==> src/rtl/alu_serial.sv <==
// Multi-cycle ALU: WIDTH-bit add/sub/and/or evaluated CHUNK bits per cycle, carry held between chunks.
// Valid/ready on both sides; o and flags are registered when the last chunk completes.
//
// state | meaning
// IDLE  | in_ready=1, waiting for operands
// RUN   | one chunk per cycle, N cycles total
// DONE  | out_valid=1, result held until out_ready
module alu_serial #(
    parameter int WIDTH = 16,
    parameter int CHUNK = 4
) (
    input  logic             clk,
    input  logic             reset,
    input  logic             in_valid,
    output logic             in_ready,
    input  logic [1:0]       op,
    input  logic [WIDTH-1:0] i0,
    input  logic [WIDTH-1:0] i1,
    output logic             out_valid,
    input  logic             out_ready,
    output logic [WIDTH-1:0] o,
    output logic             cout,
    output logic             zero,
    output logic             neg,
    output logic             ovf
);
    localparam int N  = WIDTH / CHUNK;
    localparam int IW = (N > 1) ? $clog2(N) : 1;

    localparam logic [1:0] OP_SUB = 2'b01;
    localparam logic [1:0] OP_AND = 2'b10;
    localparam logic [1:0] OP_OR  = 2'b11;

    typedef enum logic [1:0] {IDLE, RUN, DONE} state_t;
    state_t state, state_nxt;

    logic [1:0]       op_q;
    logic [WIDTH-1:0] a_q, b_q, acc_q, acc_nxt;
    logic             carry_q;
    logic [IW-1:0]    idx_q;
    logic             last_chunk;
    logic             is_arith;
    logic [CHUNK-1:0] a_ch, b_ch, b_eff, r_ch;
    logic [CHUNK:0]   sum;
    logic             c_msb_in;

    assign last_chunk = (idx_q == IW'(N - 1));
    assign is_arith   = ~op_q[1];
    assign in_ready   = (state == IDLE);
    assign out_valid  = (state == DONE);

    // Operands shift right one chunk per cycle; the result fills in from the top.
    always_comb begin
        a_ch     = a_q[CHUNK-1:0];
        b_ch     = b_q[CHUNK-1:0];
        b_eff    = (op_q == OP_SUB) ? ~b_ch : b_ch;
        sum      = {1'b0, a_ch} + {1'b0, b_eff} + {{CHUNK{1'b0}}, carry_q};
        case (op_q)
            OP_AND:  r_ch = a_ch & b_ch;
            OP_OR:   r_ch = a_ch | b_ch;
            default: r_ch = sum[CHUNK-1:0];
        endcase
        c_msb_in = a_ch[CHUNK-1] ^ b_eff[CHUNK-1] ^ sum[CHUNK-1];
        acc_nxt  = (acc_q >> CHUNK) | (WIDTH'(r_ch) << (WIDTH - CHUNK));
    end

    always_ff @(posedge clk) begin
        if (reset) state <= IDLE;
        else       state <= state_nxt;
    end

    always_comb begin
        state_nxt = state;
        case (state)
            IDLE:    if (in_valid)   state_nxt = RUN;
            RUN:     if (last_chunk) state_nxt = DONE;
            DONE:    if (out_ready)  state_nxt = IDLE;
            default: state_nxt = IDLE;
        endcase
    end

    always_ff @(posedge clk) begin
        if (reset) begin
            op_q    <= '0;
            a_q     <= '0;
            b_q     <= '0;
            acc_q   <= '0;
            carry_q <= 1'b0;
            idx_q   <= '0;
            o       <= '0;
            cout    <= 1'b0;
            zero    <= 1'b0;
            neg     <= 1'b0;
            ovf     <= 1'b0;
        end else begin
            case (state)
                IDLE: if (in_valid) begin
                    op_q    <= op;
                    a_q     <= i0;
                    b_q     <= i1;
                    idx_q   <= '0;
                    carry_q <= (op == OP_SUB);
                end
                RUN: begin
                    a_q   <= a_q >> CHUNK;
                    b_q   <= b_q >> CHUNK;
                    acc_q <= acc_nxt;
                    idx_q <= idx_q + 1'b1;
                    if (is_arith) carry_q <= sum[CHUNK];
                    if (last_chunk) begin
                        idx_q <= '0;
                        o     <= acc_nxt;
                        zero  <= (acc_nxt == '0);
                        neg   <= acc_nxt[WIDTH-1];
                        cout  <= is_arith & sum[CHUNK];
                        ovf   <= is_arith & (c_msb_in ^ sum[CHUNK]);
                    end
                end
                default: ;
            endcase
        end
    end
endmodule

==> config.mk <==
export PLATFORM = sky130hd
export DESIGN_NAME = alu_serial
export DESIGN_NICKNAME = d
export VERILOG_FILES = /design/src/rtl/alu_serial.sv
export SDC_FILE = /design/constraint.sdc
export NUM_CORES = 1
export LEC_CHECK = 0
export CAP_MARGIN = 30
export CORE_MARGIN = 10
export CORE_UTILIZATION = 45
export CTS_CLUSTER_DIAMETER = 50
export CTS_CLUSTER_SIZE = 40
export DETAILED_ROUTE_END_ITERATION = 10
export PLACE_DENSITY = 0.68
export RECOVER_POWER = 100
export SLEW_MARGIN = 5
export SYNTH_ARGS = -nofsm -noshare
export SYNTH_HDL_FRONTEND = slang
export SYNTH_SLANG_ARGS = --single-unit
==> constraint.sdc <==
create_clock -name clk -period 3.2 [get_ports clk]
set_input_delay 0.64 -clock clk [delete_from_list [all_inputs] [get_ports clk]]
set_output_delay 0.64 -clock clk [all_outputs]
set_load 0.03 [all_outputs]
==> metrics.yaml <==
r2r_slack_ns: 0.31
yosysTopAreaCell: "dfxtp_1"
r2r-start: "op_q[1]"
rsz0062_at_grt: "false"
yosys.area_share.simple_pct: 25.26
antennaDiodeCount: 0
routed_wl_um: 7196
outcome: "finished, final reports clean"
dr.pass1.iters: 4
cp.required_ns: 3.47
yosys.cell_types.count: 37
overflow: 0
grt_max_degree: 51
io_buffer_count: 59
antenna_found_initial: 0
numCtsBuffers: 9
cts_resized: 0
synthAdderAreaFrac_pct: 4.028
dp_slack_ns: 0.3784
grt_first_pass_wirelength_um: 11950
postCtsHoldBufs: 0
syn2layout_area_growth_pct: 25.02
drive_gt1_share_pct: 5.774
stdcell_count: 513
start_util_pct: 45.77
drc: 0
placedCellCount: 497
ant_nets: 0
track_usage_pct: 13.98
synth_top_area_share_pct: 45.57
globalplace.congestion: 0.8959
rr_worst_depth: 9
fin_nets: 473
crit_path_start_kind: "flip-flop"
tns_ns: 0
synth-seq-cells: 70
layout_min_cycle_time_ns: 2.895
root_buffer: "clkbuf_8"
drv_cap: 0
synth_compound_area_share_pct: 16.40
clock_skew_ns: 0.01243
cts_buffer_depth: 2
seqCellArea_um2: 1401
rows: 30
cp-end-kind: "flip-flop"
crit_path_start: "op_q[1]"
fill_cells: 623
p_per_area_nw_per_um2: 508.8
worstReg2RegEnd: "zero"
final_util_pct: 57.23
clk_pin_slew_ns: 0.07
dpl.hpwl_um: 5157
crit_type: "reg2reg"
drt_iter0_drc: 132
setup.worst_path.end: "zero"
clock.fmax_mhz: 345.5
ys.flop_type: "dfxtp_1"
io_pins: 60
setup_viol: 0
die_w_um: 102.7
leakagePower_nw: 1.448
yosys_warnings: 0
final_common_cell: "nand2_1"
yosysSeqAreaShare_pct: 45.57
min_period_over_period_pct: 90.45
cts_setup_buffers: 0
report.final.hold_viol_count: 0
synth_top_family_by_area: "simple AND/OR/NAND/NOR gates"
final_cell_mix: "nand2_1, dfxtp_1, a21oi_1"
slew_viol_final: 0
avgSynthCellArea_um2: 7.967
synthXorXnorAreaFrac_pct: 1.709
synth_area_um2: 3075
multi_input_area_um2: 1486
cts_tree: "done"
core-area_um2: 6719
synthTopCellsByArea: "dfxtp_1, nand2_1, a311oi_1"
worst_slew_pin_slew_ns: 1.027
wl_per_cell_um: 14.03
grt_pass1_vias: 2566
synth_nets: 431
cts.sinks: 70
synth_cells: 386
drt-vias-per-instance: 5.287
async_flop_share_pct: 0
max-vdd-ir-drop_v: 0.0002380
min_path_type: "reg2reg"
synth_edf_count: 0
relSlewSlack_pct: 31.55
cp.arrival_ns: 3.16
dieArea_um2: 10540
synth.area.mux_share_pct: 1.058
die_y_um: 102.7
clkLatencyLatePin_ns: 0.35
fin_ws_ns: 0.3054
vias: 2712
crit_fanout: 14
cts_htree_levels: 3
-- critical path: stages, from the launching register on --
cell and delay [ns]:
dfxtp_1 0.63, or2b_1 0.29, xor2_1 0.12, fa_1 0.43, fa_1 0.51, and2b_1 0.13, a31oi_1 0.07, nor4b_2 0.34
nand4_1 0.12, a21oi_1 0.17
-- cell families after synthesis --
family,after synthesis
multiplexers,2
XOR/XNOR,6
flip-flops,70
AO/OA/AOI/OAI,76
buffers and inverters,38
adder cells (fa/ha/maj),9
AND/OR/NAND/NOR,185
-- layer usage --
layer	share of wire, %	up-vias	track usage (%)
met1	46	1258	17.22
met5	0	-	0
li1	-	1390	-
met4	1.5	0	6.508
met3	5.5	10	3.954
met2	47	54	22.03
-- metrics by stage --
step	instance area, um^2	hold slack, ns	power [W]
2_1_floorplan	3075	0.4448	0.001193
3_3_place_gp	3657	0.4438	0.001291
3_5_place_dp	3677	0.4470	0.001302
4_1_cts	3871	0.4579	0.001982
5_1_grt	3845	0.4763	0.002051
6_report	3845	0.4502	0.001956
-- flip-flops by register name (all words and copies together) (netlist names) --
register  flops
b_q          16
acc_q        12
a_q          16
ovf           1
state         2
carry_q       1
op_q          2
cout          1
idx_q         2
o            16
zero          1
-- where the power goes --
group,leakage [nW],switching [W],total (W),internal [W]
Sequential,0.572,0.0000395,0.000960,0.000920
Combinational,0.781,0.000168,0.000316,0.000148
Clock,0.0950,0.000334,0.000680,0.000346
-- final cells by class --
| class | instances | area share [%] |
|---|---|---|
| clock buffers | 12 | 4.295 |
| well taps | 80 | 2.603 |
| inverters | 4 | 0.3905 |
| repair buffers | 65 | 16.86 |
| clock inverters | 4 | 0.7485 |
| flip-flops and latches | 70 | 36.45 |
| multi-input cells | 278 | 38.66 |
-- synthesized netlist by cell type, types with 4 or more instances --
cell type    n
nand2_1    115
dfxtp_1     70
a21oi_1     37
nor2_1      36
a311oi_1    24
clkbuf_1    18
nand3_1     10
buf_2        9
nor2b_1      6
ha_1         5
a211oi_1     4
buf_4        4
inv_1        4
o21ai_0      4
xnor2_1      4
-- worst min-delay path by stage --
stage                     startpoint  endpoint  depth (start not counted)
after CTS                      o[11]     o[11]                          2
after detailed placement       o[11]     o[11]                          2
after global routing           o[13]     o[13]                          2
final                          o[11]     o[11]                          2
after global placement         o[12]     o[12]                          2
after floorplan             acc_q[7]      o[3]                          2
Note: power is estimated with default switching activity, not from simulation.
